$ cat src/rtl/mux_rr_fifo_nx_pkg.sv
// Shared constants and helpers for the N-channel buffered output multiplexer.
package mux_rr_pkg;

    localparam int unsigned ARB_RR    = 0;
    localparam int unsigned ARB_FIXED = 1;

    // Index width that never collapses to zero bits.
    function automatic int unsigned clog2_min1(input int unsigned n);
        return (n <= 2) ? 1 : $clog2(n);
    endfunction

endpackage

$ cat src/rtl/mux_rr_fifo_nx_fifo.sv
// Per-channel synchronous FIFO with combinational head, registered full flag
// and a sticky overflow flag for pushes that hit a full buffer.
module fifo_canal #(
    parameter int unsigned WIDTH = 8,
    parameter int unsigned DEPTH = 4
) (
    input  logic                     clk,
    input  logic                     Reset_L,
    input  logic                     push,
    input  logic                     pop,
    input  logic [WIDTH-1:0]         din,
    output logic [WIDTH-1:0]         dout,
    output logic [$clog2(DEPTH):0]   count,
    output logic                     full,
    output logic                     overflow
);

    localparam int unsigned AW   = $clog2(DEPTH);
    localparam int unsigned CNTW = AW + 1;
    localparam logic [CNTW-1:0] DEPTH_C = CNTW'(DEPTH);

    logic [WIDTH-1:0] mem [DEPTH];
    logic [AW-1:0]    wr_ptr;
    logic [AW-1:0]    rd_ptr;
    logic [CNTW-1:0]  count_nxt;
    logic             do_push;
    logic             do_pop;

    assign do_push = push && (count != DEPTH_C);
    assign do_pop  = pop && (count != '0);
    assign dout    = mem[rd_ptr];

    always_comb begin
        count_nxt = count;
        case ({do_push, do_pop})
            2'b10:   count_nxt = count + 1'b1;
            2'b01:   count_nxt = count - 1'b1;
            default: count_nxt = count;
        endcase
    end

    always_ff @(posedge clk) begin
        if (do_push) begin
            mem[wr_ptr] <= din;
        end
    end

    always_ff @(posedge clk or negedge Reset_L) begin
        if (!Reset_L) begin
            wr_ptr   <= '0;
            rd_ptr   <= '0;
            count    <= '0;
            full     <= 1'b0;
            overflow <= 1'b0;
        end else begin
            if (do_push) wr_ptr <= wr_ptr + 1'b1;
            if (do_pop)  rd_ptr <= rd_ptr + 1'b1;
            count <= count_nxt;
            full  <= (count_nxt == DEPTH_C);
            // Judged on the registered count: a same-edge pop does not rescue the push.
            if (push && (count == DEPTH_C)) overflow <= 1'b1;
        end
    end

endmodule

$ cat src/rtl/mux_rr_fifo_nx.sv
// N-channel buffered multiplexer: per-channel FIFOs drained by a round-robin
// or fixed-priority arbiter into a registered valid/ready output stage.
module mux_rr_fifo_nx
    import mux_rr_pkg::*;
#(
    parameter int unsigned WIDTH    = 8,
    parameter int unsigned CHANNELS = 2,
    parameter int unsigned DEPTH    = 4,
    parameter int unsigned ARB_MODE = 0
) (
    input  logic                          clk,
    input  logic                          Reset_L,
    input  logic [CHANNELS*WIDTH-1:0]     data_in,
    input  logic [CHANNELS-1:0]           valid_in,
    input  logic                          ready_in,
    output logic [WIDTH-1:0]              data_out,
    output logic                          outValid,
    output logic [$clog2(CHANNELS)-1:0]   out_chan,
    output logic [CHANNELS-1:0]           full,
    output logic [CHANNELS-1:0]           overflow
);

    localparam int unsigned CW   = clog2_min1(CHANNELS);
    localparam int unsigned CNTW = $clog2(DEPTH) + 1;

    logic [CNTW-1:0]     counts [CHANNELS];
    logic [WIDTH-1:0]    heads  [CHANNELS];
    logic [CHANNELS-1:0] nonempty;
    logic [CHANNELS-1:0] pop;
    logic [CW-1:0]       rr_ptr;
    logic [CW-1:0]       grant;
    logic                grant_valid;
    logic                load;

    assign load = ~outValid | ready_in;

    for (genvar c = 0; c < CHANNELS; c++) begin : g_ch
        fifo_canal #(
            .WIDTH (WIDTH),
            .DEPTH (DEPTH)
        ) u_fifo (
            .clk      (clk),
            .Reset_L  (Reset_L),
            .push     (valid_in[c]),
            .pop      (pop[c]),
            .din      (data_in[c*WIDTH +: WIDTH]),
            .dout     (heads[c]),
            .count    (counts[c]),
            .full     (full[c]),
            .overflow (overflow[c])
        );

        assign nonempty[c] = (counts[c] != '0);
        assign pop[c]      = load && grant_valid && (grant == CW'(c));
    end

    always_comb begin
        int unsigned idx;
        grant_valid = 1'b0;
        grant       = '0;
        idx         = 0;
        if (ARB_MODE == ARB_FIXED) begin
            // Descending scan so the lowest-index requester is written last.
            for (int unsigned i = CHANNELS; i > 0; i--) begin
                if (nonempty[i-1]) begin
                    grant_valid = 1'b1;
                    grant       = CW'(i - 1);
                end
            end
        end else begin
            for (int unsigned i = 0; i < CHANNELS; i++) begin
                idx = (int'(rr_ptr) + i) % CHANNELS;
                if (!grant_valid && nonempty[idx]) begin
                    grant_valid = 1'b1;
                    grant       = CW'(idx);
                end
            end
        end
    end

    always_ff @(posedge clk or negedge Reset_L) begin
        if (!Reset_L) begin
            data_out <= '0;
            outValid <= 1'b0;
            out_chan <= '0;
            rr_ptr   <= '0;
        end else if (load) begin
            if (grant_valid) begin
                data_out <= heads[grant];
                out_chan <= grant;
                outValid <= 1'b1;
                if (ARB_MODE == ARB_RR) begin
                    rr_ptr <= (int'(grant) == CHANNELS - 1) ? '0 : grant + 1'b1;
                end
            end else begin
                outValid <= 1'b0;
            end
        end
    end

endmodule

$ cat config.mk
export PLATFORM = sky130hd
export DESIGN_NAME = mux_rr_fifo_nx
export DESIGN_NICKNAME = d
export VERILOG_FILES = /design/src/rtl/mux_rr_fifo_nx_pkg.sv /design/src/rtl/mux_rr_fifo_nx_fifo.sv /design/src/rtl/mux_rr_fifo_nx.sv
export SDC_FILE = /design/constraint.sdc
export NUM_CORES = 1
export LEC_CHECK = 0
export BUFFER_PORTS_ARGS = -buffer_cell sky130_fd_sc_hd__buf_2
export CAP_MARGIN = 10
export CORE_ASPECT_RATIO = 0.6
export CORE_MARGIN = 3
export CORE_UTILIZATION = 48
export CTS_CLUSTER_DIAMETER = 30
export CTS_CLUSTER_SIZE = 20
export DETAILED_ROUTE_END_ITERATION = 12
export PLACE_DENSITY_LB_ADDON = 0.08
export SETUP_SLACK_MARGIN = 0.2
export SYNTH_ARGS = -nofsm -noshare
export SYNTH_HDL_FRONTEND = slang
export SYNTH_SLANG_ARGS = --single-unit
export TNS_END_PERCENT = 10
$ cat constraint.sdc
create_clock -name clk -period 2.7 [get_ports clk]
set_input_delay 0.81 -clock clk [delete_from_list [all_inputs] [get_ports clk]]
set_output_delay 0.81 -clock clk [all_outputs]
set_load 0.02 [all_outputs]
==> results.md, run 1 <==
- In this run the tightest slew margin relative to its limit is 54.4%.
- TritonCTS built the clock tree.
- The clock network latency to the later pin of the worst-skew pair is 330 ps.
- The placer's final routability congestion estimate is 0.815.
- Across every metal layer, demand over resource in global routing totals 17.0%.
- The end of the critical path is g_ch[1].u_fifo.full.
- The post-detailed-route wirelength per cell is 18.4 um.
- The worst register-to-register path ends at g_ch[1].u_fifo.full.
- The sequential cell area is 2650 sq um.
- Clock skew on the completed layout was measured at 4.82 ps.
- The mean area per synthesized cell is 16.8 sq um.
- Across all register-to-register paths, the minimum setup slack is 310 ps.
- The fmax is 419 MHz.
- The worst setup path is launched from a flop.
- The fraction of layout instances using a drive strength above 1 is 32.9%.
- For this run, the detailed router's first-pass iteration total came to 4.
- The first-pass GRT wire length is 11.3 mm.
- The number of hold buffers added after CTS was 0.
- The number of buffers added for setup after CTS is 0.
- The type of the worst setup path is reg -> reg.
- The synthesis-stage register bit count is 93.
- Setup violations remaining at the end of the flow were counted as 0.
- Entering global routing, the biggest net connects 30 pins.
- The start point of the critical path is g_ch[1].u_fifo.count[2].
- The number of clock buffers added by TritonCTS is 9.
- The final critical-path setup slack is 314 ps.
- Summing all multi-input logic gate instances after layout gives 1110 sq um.
- The accumulated negative setup slack is 0 ps.
- Prior to clock tree synthesis, the placed netlist has a worst setup slack of 53.6 ps.
- The horizontal die dimension is 122 um.
- The number of buffers and inverters on the critical path is 2.
- In the routed layout, each cell is associated on average with a via count of 5.26.
- The detailed router placed 2,003 vias in this run.
- The family with the most delay on the worst path is simple AND/OR/NAND/NOR gates.
- At the pin with the least slew margin, the transition time is 684 ps.
- The total power density per cell area is 1140 nW/um^2.
- The logic depth of the worst setup path including buffers is 9.
- The clock edge transition at the registers on the reported setup and hold paths is 60 ps.
- The count of instances resized after the clock tree is built is 0.
- The worst path in the final design needs a cycle of 2390 ps, including I/O delays and setup.
- The largest stage delay on the critical path is 460 ps.
- STA puts the critical path data arrival time at 2620 ps.
- The post-route fraction of the period consumed by the critical path is 88.4%.
- The layout net count is 305.
- Once detailed placement completed, the half-perimeter wirelength came to 4.97 mm.
- The sequential-to-total area share from yosys stat is 67.8%.
- The count of mapped cells out of synthesis is 232.
- In this run, distinct cell masters in the synthesized netlist total 33.
- The total standard cell area after synthesis is 3900 sq um.
- The initialized floorplan defines 24 standard-cell rows.
- The signed area change from the synthesized netlist to the final layout is 14.9%.
- The run finished with clean final reports.
- Setup repair after global routing could not meet its margin everywhere.
- The remaining global-route overflow is 0.
- In this run the clock root is driven by a sky130_fd_sc_hd__clkbuf_16.
- STA puts the critical path data required time at 2940 ps.
- The path category of the worst min-delay check is reg -> reg.
- The top-level I/O count is 35.
- On the critical path, the stage with the largest delay is an instance of sky130_fd_sc_hd__dfrtp_2.
- In the routed design, unresolved DRC markers number 0.
- Counting every net in the synthesized netlist gives 265.
- The number of global-route vias before repair is 2,076.
- The number of antenna violations at the first check in global routing is 0.
- The layout has 622 filler cells.
- The number of buffers on the longest clock path is 2.
- The final routed wirelength across all metal layers is 6.99 mm.
- The count of buffers added on input and output ports is 34.
- Along the worst path, the maximum fanout reaches 6.
- The launch instance of the worst register-to-register path is g_ch[1].u_fifo.count[2].
- The starting density of the core is 51.6%.
- The worst-case IR drop observed on VDD is 0.585 mV.
- The count of endpoints failing hold in the final timing report is 0.
- Across the run, the number of max-cap violations was 0.
- The standby leakage power is 0.00173 uW.
- STA classifies the critical path endpoint as a flop.
- The remaining antenna violation count is 0.
- Traced cell by cell, the critical path runs through or3_4, o211ai_1, inv_2, ha_4, inv_1, fa_2, xor2_1, or3_1, a211oi_1.
- The die covers 9290 sq um.
- Measured in cells, the most critical reg-to-reg path has a length of 9.
- For this block, the initial DRC count from the detailed router was 119.
- The number of clock sinks is 93.
- The number of warnings issued by yosys is 0.
- The count of pins over their slew limit is 0.
- The core area is 7570 sq um.
- The number of antenna diodes is 0.
- Measured along the y axis, the die boundary spans 75.9 um.
- In this run the number of H-tree levels came out at 3.
==> synth_stat cells <==
cell                        count  share of area, %
sky130_fd_sc_hd__nand2_1        4              0.38
sky130_fd_sc_hd__nand4_1        9               1.4
sky130_fd_sc_hd__fa_1           2               1.0
sky130_fd_sc_hd__clkbuf_1       3              0.29
sky130_fd_sc_hd__xor2_1         2              0.45
sky130_fd_sc_hd__mux4_2        16               9.2
sky130_fd_sc_hd__or3_4          1              0.29
sky130_fd_sc_hd__buf_2          3              0.38
sky130_fd_sc_hd__mux2_2         2              0.58
sky130_fd_sc_hd__o21ai_1        2              0.26
sky130_fd_sc_hd__o21a_1         1              0.19
sky130_fd_sc_hd__dfrtp_1       29                19
sky130_fd_sc_hd__ha_1          10               3.2
sky130_fd_sc_hd__or3_1          3              0.48
sky130_fd_sc_hd__nand2b_1       1              0.16
sky130_fd_sc_hd__o21ai_0        3              0.38
sky130_fd_sc_hd__o2111ai_1      1              0.22
sky130_fd_sc_hd__o221ai_2       8               3.1
sky130_fd_sc_hd__inv_1         32               3.1
sky130_fd_sc_hd__mux2i_1        1              0.26
sky130_fd_sc_hd__nand3_1        1              0.13
sky130_fd_sc_hd__nor2_1         3              0.29
sky130_fd_sc_hd__a21boi_1       2              0.38
sky130_fd_sc_hd__a31o_2         2              0.45
sky130_fd_sc_hd__o31ai_4        1              0.54
sky130_fd_sc_hd__a211oi_1       2              0.38
sky130_fd_sc_hd__nor3_1         1              0.13
sky130_fd_sc_hd__edfxtp_1      64                49
sky130_fd_sc_hd__o211ai_1       1              0.19
sky130_fd_sc_hd__buf_6          1              0.29
sky130_fd_sc_hd__buf_4          5              0.96
sky130_fd_sc_hd__xnor2_1        8               1.8
sky130_fd_sc_hd__and2_1         8               1.3
==> worst register-to-register path, cell delays in order, from the launching register on <==
cell,delay (ps)
sky130_fd_sc_hd__dfrtp_2,460
sky130_fd_sc_hd__or3_4,440
sky130_fd_sc_hd__o211ai_1,170
sky130_fd_sc_hd__inv_2,110
sky130_fd_sc_hd__ha_4,180
sky130_fd_sc_hd__inv_1,60
sky130_fd_sc_hd__fa_2,200
sky130_fd_sc_hd__xor2_1,80
sky130_fd_sc_hd__or3_1,370
sky130_fd_sc_hd__a211oi_1,220
==> cell type report <==
type                       instances  area share, %
clock buffer                       9           5.02
clock inverter                     7          0.725
inverter                          32           2.68
multi-input combinational         95           24.7
sequential                        93           59.1
tap                              104           2.90
timing repair buffer              41           4.96
==> power by group <==
group | switching (uW) | internal, uW
clock network | 485 | 607
logic | 894 | 795
registers | 371 | 1960
==> cells by family (layout without fill, tap and decap cells) <==
family | Yosys count | count (layout) | synth area share [%]
flip-flops | 93 | 93 | 67.8
multiplexers | 19 | 19 | 10.1
AO/OA/AOI/OAI | 23 | 23 | 6.09
AND/OR/NAND/NOR | 31 | 31 | 4.58
XOR/XNOR | 10 | 10 | 2.24
buffers and inverters | 44 | 89 | 5.00
adder cells (fa/ha/maj) | 12 | 12 | 4.23
==> per-layer routing <==
metal / vias up / routed length (um) / GRT usage, %
met5: - / 0 / 0
met4: 0 / 112 / 5.58
met3: 10 / 284 / 5.34
met2: 42 / 2830 / 23.6
met1: 1011 / 3760 / 25.7
li1: 940 / - / -
==> worst min-delay path by stage <==
stage	start	end	cells past startpoint
after floorplan	g_ch[0].u_fifo.overflow	g_ch[0].u_fifo.overflow	1
after global placement	g_ch[0].u_fifo.overflow	g_ch[0].u_fifo.overflow	1
after detailed placement	g_ch[1].u_fifo.overflow	g_ch[1].u_fifo.overflow	1
after CTS	g_ch[1].u_fifo.overflow	g_ch[1].u_fifo.overflow	1
after global routing	g_ch[0].u_fifo.overflow	g_ch[0].u_fifo.overflow	1
final	g_ch[0].u_fifo.overflow	g_ch[0].u_fifo.overflow	1
==> stage by stage <==
step / cell area [sq um] / util, % / std cells / total power (uW) / hold slack, ps
floorplan: 3930 / - / 232 / 3530 / 443
global placement: 4210 / 55.6 / 365 / 3980 / 449
detailed placement: 4210 / 55.6 / 365 / 4030 / 456
CTS: 4460 / 59.0 / 381 / 5120 / 471
global route: 4490 / 59.3 / 381 / 5460 / 484
finish: 4490 / 59.3 / 381 / 5110 / 463
==> sequential cells by signal (all words and copies together), names as in the netlist <==
name and cells:
g_ch.u_fifo.count 6, g_ch.u_fifo.full 2, g_ch.u_fifo.overflow 2, g_ch.u_fifo.wr_ptr 4, data_out 8, g_ch.u_fifo.mem 64
out_chan 1, outValid 1, rr_ptr 1, g_ch.u_fifo.rd_ptr 4
==> cell usage in the layout, fill, tap and decap left out, types with 2 or more instances in the layout <==
| cell | n |
|---|---|
| sky130_fd_sc_hd__clkinv_1 | 5 |
| sky130_fd_sc_hd__buf_4 | 7 |
| sky130_fd_sc_hd__dfrtp_2 | 2 |
| sky130_fd_sc_hd__clkbuf_16 | 9 |
| sky130_fd_sc_hd__buf_2 | 34 |
| sky130_fd_sc_hd__o21ai_0 | 3 |
| sky130_fd_sc_hd__xnor2_1 | 8 |
| sky130_fd_sc_hd__nor2_1 | 3 |
| sky130_fd_sc_hd__and2_1 | 8 |
| sky130_fd_sc_hd__edfxtp_1 | 64 |
| sky130_fd_sc_hd__inv_1 | 31 |
| sky130_fd_sc_hd__or3_1 | 3 |
| sky130_fd_sc_hd__o221ai_2 | 8 |
| sky130_fd_sc_hd__nand2_1 | 4 |
| sky130_fd_sc_hd__dfrtp_1 | 27 |
| sky130_fd_sc_hd__xor2_1 | 2 |
| sky130_fd_sc_hd__ha_1 | 9 |
| sky130_fd_sc_hd__nand4_1 | 9 |
| sky130_fd_sc_hd__a31o_2 | 2 |
| sky130_fd_sc_hd__mux4_2 | 16 |
| sky130_fd_sc_hd__o21ai_1 | 2 |
| sky130_fd_sc_hd__mux2_2 | 2 |
| sky130_fd_sc_hd__a21boi_1 | 2 |
No activity file was read; power rests on OpenSTA's default activity.
==> inputs of run 2 (changes only) <==
==> constraint.sdc (replaced) <==
create_clock -name clk -period 2.7 [get_ports clk]
set_input_delay 0.27 -clock clk [delete_from_list [all_inputs] [get_ports clk]]
set_output_delay 0.27 -clock clk [all_outputs]
set_load 0.02 [all_outputs]
==> run 2 against run 1 <==
Cell area is 0.45% higher. Sequential power hardly changed. Wire length is 8.4% lower. Core utilization is 0.26 points higher. Critical path depth stayed put. Flip-flop and latch count stayed put. Via count is 1.4% lower. Clock power is 21% higher. Worst hold slack worse by 320 ps. Critical endpoint is now g_ch[0].u_fifo.full.
==> results.md, run 2 (synthesis gave the netlist of run 1 again) <==
- Setup repair after global routing left no endpoint under its margin.
- The count of endpoints failing hold in the final timing report is 0.
- At the later pin of the worst-skew pair, clock insertion delay measures 330 ps.
- The number of antenna violations at the first check in global routing is 0.
- Summed over all nets, the half-perimeter wirelength after detailed placement is 4.55 mm.
- Traced cell by cell, the critical path runs through o31ai_4, nand3_2, inv_1, ha_1, inv_1, fa_1, xor2_1, or3_1, a211oi_2.
- The logic gate share of total power is 30.5%.
- The die is 75.9 um tall.
- The switching fraction of total power is 32.2%.
- The critical path capture point type is a flop.
- STA classifies the critical path startpoint as a flop.
- The minimum hold slack is 147 ps.
- The clock edge transition at the registers on the reported setup and hold paths is 60 ps.
- The number of clock sinks is 93.
- The total overflow left after global routing is 0.
- The placed instances occupy a cell area of 4160 sq um.
- The endpoint identified for the worst register-to-register timing path is g_ch[0].u_fifo.full.
- The final instance area is 4510 sq um.
- The buffer type at the clock tree root is sky130_fd_sc_hd__clkbuf_16.
- The worst max-slew margin expressed relative to the limit is 55.1%.
- Broken down by cell family, the worst path's largest delay share belongs to adder cells.
- For this run, the slowest stage of the critical path takes 450 ps.
- TritonCTS built the clock tree.
- In the final routed layout, each cell accounts on average for 16.9 um.
- The sequential cells in the finished layout cover a total of 2650 sq um.
- The tool flagged a number of max-cap violations equal to 0.
- The total CTS buffers is 9.
- The total vias in the final route is 1,975.
- Together, buffers and inverters on the worst path number 2.
- The critical path starts at g_ch[1].u_fifo.count[2].
- The global-route usage over all layers is 15.7%.
- Along the worst hold path, the cell count comes to 1.
- For the finished layout, the period the worst path requires is 2340 ps.
- The number of buffers added for setup after CTS is 0.
- Leaving out fill and tap cells, the most frequent cell in the layout is sky130_fd_sc_hd__edfxtp_1.
- The signed area change from the synthesized netlist to the final layout is 15.4%.
- The path category of the worst min-delay check is in -> reg.
- The internal power of the cells totals 3550 uW.
- The register with the most flip-flops in the layout has 64 of them.
- The worst register-to-register path has a depth of 9.
- Power spread over the standard cell area amounts to 1160 nW/um^2.
- The number of input and output port buffers inserted is 34.
- The startpoint identified for the worst register-to-register timing path is g_ch[1].u_fifo.count[2].
- The post-route fraction of the period consumed by the critical path is 86.7%.
- The slew of the pin with the lowest slew margin is 673 ps.
- The slowest cell on the critical path is sky130_fd_sc_hd__dfrtp_2.
- The detail-routed via count per cell is 5.21.
- The endpoint of the worst hold-timing path is g_ch[1].u_fifo.mem[0][0].
- The core region is 7570 sq um.
- The detailed router finished its first iteration with 110 violations.
- Row generation in the floorplan step produced 24 rows.
- The switching power total is 1690 uW.
- The data arrival at the endpoint of the critical path is 2590 ps.
- The remaining antenna violation count is 0.
- The first-pass detailed-route iteration total is 4.
- The number of levels in the clock H-tree is 3.
- Leaving out fill and tap cells, the most frequent cells in the layout are 64 x sky130_fd_sc_hd__edfxtp_1, 34 x sky130_fd_sc_hd__buf_2, 32 x sky130_fd_sc_hd__inv_1.
- The worst register-to-register path has a setup slack of 360 ps.
- The footprint of the multi-input gates is 1080 sq um.
- The number of global-route vias before repair is 1,991.
- The largest register by flop count is g_ch.u_fifo.mem.
- Counting the fill cells in the layout gives 596.
- The fraction of layout instances using a drive strength above 1 is 31.3%.
- The initial utilization of the core area, before any placement, comes to 51.6%.
- The horizontal die dimension is 122 um.
- Of all nets on the critical path, the largest fanout is 6.
- The launch instance of the worst min-delay path is data_in[8].
- The final worst clock skew is 6.09 ps.
- In this run the count of I/O pins placed on the die edge is 35.
- For this run, the post-layout net count is 303.
- The setup path with the least slack is of type reg -> reg.
- Based on the critical path, the design can be clocked at up to 427 MHz.
- For this block, the routed nets add up to 6.40 mm of wire.
- The count of pins over their slew limit came to 0.
- Setup violations remaining at the end of the flow were counted as 0.
- The highest ir drop seen on vdd is 0.565 mV.
- Sequential cells burn 44.3% of the power.
- The largest registers in the layout are g_ch.u_fifo.mem (64), data_out (8), g_ch.u_fifo.count (6).
- The first-pass GRT wire length is 10.4 mm.
- The flow ran to the end, and the final reports show no timing, DRC or antenna violations.
- At the end of routability-driven placement, the weighted congestion stood at 0.750.
- In this run, the clock network consumes 25.1% of the power.
- In this design, the critical path's most frequently occurring cell is sky130_fd_sc_hd__inv_1.
- The repair_antennas step left the layout with diodes totalling 0.
- For the final routed database, the setup TNS stands at 0 ps.
- The full die area is 9290 sq um.
- The standby leakage power is 0.00174 uW.
- The number of remaining DRC errors is 0.
- The required time reported for the critical path endpoint is 2950 ps.
- The clock passes through at most 2 buffers.
- The largest net degree at the start of global routing is 30.
run 2: what timing repair did:
action / in CTS / in global routing
hold buffers: 1 / 0
endpoints found under the hold margin: 18 / 0
gates resized for setup: 0 / 5
endpoints found under the setup margin: 0 / 2
run 2: how the worst max path moves through the flow:
stage,cells after the start,to
finish,9,g_ch[0].u_fifo.full
global route,9,g_ch[0].u_fifo.full
CTS,9,g_ch[0].u_fifo.full
detailed placement,9,g_ch[0].u_fifo.full
global placement,9,g_ch[0].u_fifo.full
floorplan,9,g_ch[0].u_fifo.full
run 2: final cells by class:
type                            instances  share of cell area (%)
Sequential cell                        93                    58.8
Multi-Input combinational cell         95                    23.9
Clock buffer                           12                    5.47
Timing Repair Buffer                   39                    4.66
Tap cell                              104                    2.89
Inverter                               32                    2.67
Clock inverter                          4                    1.61
run 2: power groups by stage:
| stage | combinational [uW] | clock, uW | sequential (uW) |
|---|---|---|---|
| 6_report | 1600 | 1320 | 2320 |
| 5_1_grt | 1800 | 1400 | 2390 |
| 4_1_cts | 1600 | 1340 | 2330 |
| 3_5_place_dp | 1590 | 0 | 2350 |
| 3_3_place_gp | 1600 | 0 | 2340 |
| 2_1_floorplan | 1290 | 0 | 2220 |
run 2: metrics by stage:
stage,worst slack [ps],std cells,power [uW],util (%)
global route,210,379,5590,59.6
floorplan,270,232,3510,-
finish,359,379,5240,59.6
CTS,274,379,5280,59.3
detailed placement,282,362,3940,55.0
global placement,367,362,3940,55.0
run 2: per-layer routing:
metal	wire length, um	track usage (%)	up-vias
li1	-	-	936
met4	59	5.21	0
met2	2750	21.8	38
met5	0	0	-
met1	3270	23.0	995
met3	316	5.64	6
==> inputs of run 3 (changes only) <==
--- a/config.mk
+++ b/config.mk
@@ -14,6 +14,7 @@
 export CTS_CLUSTER_SIZE = 20
 export DETAILED_ROUTE_END_ITERATION = 12
 export PLACE_DENSITY_LB_ADDON = 0.08
+export RECOVER_POWER = 25
 export SETUP_SLACK_MARGIN = 0.2
 export SYNTH_ARGS = -nofsm -noshare
 export SYNTH_HDL_FRONTEND = slang
==> run 3 against run 2 <==
Via count fell by 0.25%. Final cell count did not move. Non-clock buffer count did not move. Fmax barely moved. Clock-buffer cell count did not move. Wire length fell by 0.41%. Core utilization fell by 0.21 points. Critical endpoint unchanged.
==> results.md, run 3 (synthesis gave the netlist of run 1 again) <==
- The run finished with clean final reports.
- The signal on the critical path passes through o31ai_4, nand3_2, inv_1, ha_1, inv_1, fa_1, xor2_1, or3_1, a211oi_2.
- The die covers 9290 sq um.
- The number of antenna diodes is 0.
- The top-level I/O count is 35.
- The endpoint of the worst hold-timing path is g_ch[0].u_fifo.mem[2][5].
- The number of failing setup endpoints in the final timing report is 0.
- The tool flagged a number of max-cap violations equal to 0.
- The family with the most delay on the worst path is adder cells.
- The total CTS buffers is 9.
- In the final layout, the share of cells above drive strength 1 is 26.5%.
- In this run the critical register-to-register path is captured at g_ch[0].u_fifo.full.
- In this run the cell area measured after placement is 4160 sq um.
- The number of global-route vias before repair came to 1,991.
- The total overflow left after global routing is 0.
- The critical path capture point type is a flop.
- The number of remaining DRC errors is 0.
- The largest registers in the layout are g_ch.u_fifo.mem (64), data_out (8), g_ch.u_fifo.count (6).
- The cell occurring most often along the worst timing path is sky130_fd_sc_hd__inv_1.
- The register with the most flip-flops in the layout has 64 of them.
- The post-layout instance count excluding filler cells is 379.
- The total power density per cell area is 1170 nW/um^2.
- The final critical delay including setup and external delays is 2340 ps.
- The layout net count is 303.
- The signed area change from the synthesized netlist to the final layout is 15.0%.
- The launch instance of the worst min-delay path is data_in[5].
- Summed over all cells, the static leakage comes to 0.00171 uW.
- Measured against its own limit, the worst slew margin works out to 54.6%.
- The critical path is of the reg -> reg type.
- The number of antenna violations at the first check in global routing was 0.
- The path category of the worst min-delay check is in -> reg.
- Setup repair after global routing left no endpoint under its margin.
- The core utilization of the finished layout is 59.3%.
- The global-route usage over all layers is 15.7%.
- The slew of the pin with the lowest slew margin is 681 ps.
- The required time reported for the critical path endpoint is 2950 ps.
- In this run the deepest clock path goes through 2 buffers.
- The uppermost signal routing layer after detailed routing is met4.
- The count of endpoints failing hold in the final timing report is 0.
- The largest register by flop count is g_ch.u_fifo.mem.
- Detailed placement ended at an HPWL of 4.55 mm.
- The depth of the worst hold-timing path is 1.
- On the critical path, the stage with the largest delay is an instance of sky130_fd_sc_hd__dfrtp_2.
- The final routed wirelength across all metal layers is 6.38 mm.
- The routed metal-1 wirelength is 3.22 mm.
- The cell depth of the worst flop-to-flop path is 9.
- The accumulated negative setup slack is 0 ps.
- After layout, the worst path uses 86.7% of the clock period.
- The largest stage delay on the critical path is 450 ps.
- The root buffer cell chosen for the clock tree is sky130_fd_sc_hd__clkbuf_16.
- Once the clock tree was built, the setup fixing pass inserted 0 buffers.
- The iteration-0 DRC count of the detailed router is 110.
- The floorplan row count is 24.
- Counting every sink on the clock net gives 93.
- The clock edge transition at the registers on the reported setup and hold paths is 60 ps.
- The launching element type of the critical path is a flop.
- The horizontal die dimension is 122 um.
- Summing all multi-input logic gate instances after layout gives 1080 sq um.
- The later pin in the worst-skew pair is clocked with a latency of 330 ps.
- The number of buffers and inverters on the critical path is 2.
- Summed over all nets, wire length on met3 after detailed routing comes to 355 um.
- The sequential cell area is 2650 sq um.
- Dividing the detail-routed wire length by the instance count gives 16.8 um.
- The fmax is 427 MHz.
- The placer's final routability congestion estimate is 0.750.
- Once the floorplan was initialized, standard cells occupied 51.6% of the core.
- The core area is 7570 sq um.
- The launch instance of the worst register-to-register path is g_ch[1].u_fifo.count[2].
- The library cells used most frequently in the layout, excluding fill and tap cells, are 64 x sky130_fd_sc_hd__edfxtp_1, 32 x sky130_fd_sc_hd__inv_1, 27 x sky130_fd_sc_hd__dfrtp_1.
- The final route contains 1,970 vias.
- Across the routed clock network, the largest skew measured is 4.99 ps.
- The remaining antenna violation count is 0.
- The clock tree from TritonCTS is yes.
- STA puts the critical path data arrival time at 2590 ps.
- The detail-routed via count per cell is 5.20.
- The highest ir drop seen on vdd is 0.564 mV.
- The first global-routing pass estimated 10.4 mm of wire.
- The final instance area is 4490 sq um.
- Entering global routing, the biggest net connects 30 pins.
- The routed design uses 2.72 mm of met2 wire.
- Across all register-to-register paths, the minimum setup slack is 360 ps.
- In this run, placement finished with an instance count of 362.
- Before antenna repair, the detailed router went through 4 iterations.
- The fill cell instance count of the final layout is 601.
- Port buffering added 34 buffers.
- Leaving out fill and tap cells, the most frequent cell in the layout is sky130_fd_sc_hd__edfxtp_1.
- The H-tree generated during clock tree synthesis spans 3 levels.
- The critical-path maximum fanout is 6.
- The die extent in y is 75.9 um.
- The count of pins over their slew limit is 0.
## run 3: how the worst max path moves through the flow
stage                                  from             endpoint  slack [ps]  cells past startpoint
global route        g_ch[1].u_fifo.count[2]  g_ch[0].u_fifo.full         210                      9
finish              g_ch[1].u_fifo.count[2]  g_ch[0].u_fifo.full         360                      9
detailed placement  g_ch[1].u_fifo.count[2]  g_ch[0].u_fifo.full         280                      9
CTS                 g_ch[1].u_fifo.count[2]  g_ch[0].u_fifo.full         270                      9
global placement    g_ch[1].u_fifo.count[2]  g_ch[0].u_fifo.full         370                      9
floorplan           g_ch[1].u_fifo.count[2]  g_ch[0].u_fifo.full         270                      9
## run 3: stage by stage
step | hold WS, ps | power [uW] | setup slack, ps
2_1_floorplan | -25.6 | 3510 | 270
3_3_place_gp | 349 | 3940 | 367
3_5_place_dp | 357 | 3940 | 282
4_1_cts | 133 | 5280 | 274
5_1_grt | 161 | 5590 | 210
6_report | 153 | 5240 | 359
## run 3: timing repair
item	4_1_cts	5_1_grt
endpoints found under the hold margin	18	0
resized for setup	0	5
hold buffers	1	0
setup endpoints to repair	0	2
## run 3: per-layer routing
layer / vias up / global-route usage, %
met5: - / 0
met4: 0 / 5.21
met3: 9 / 5.64
met2: 38 / 21.8
met1: 987 / 23.0
li1: 936 / -
## run 3: report_power, final
group          internal, uW  switching (uW)  leakage [uW]  total [uW]
clock                   835             481      0.000154        1320
combinational           755             843      0.000628        1600
sequential             1960             359      0.000927        2320
## run 3: cell type report
cell class / instances / area share (%)
tap: 104 / 2.90
clock inverter: 4 / 1.62
multi-input combinational: 95 / 24.0
timing repair buffer: 39 / 4.32
sequential: 93 / 59.0
clock buffer: 12 / 5.49
inverter: 32 / 2.67
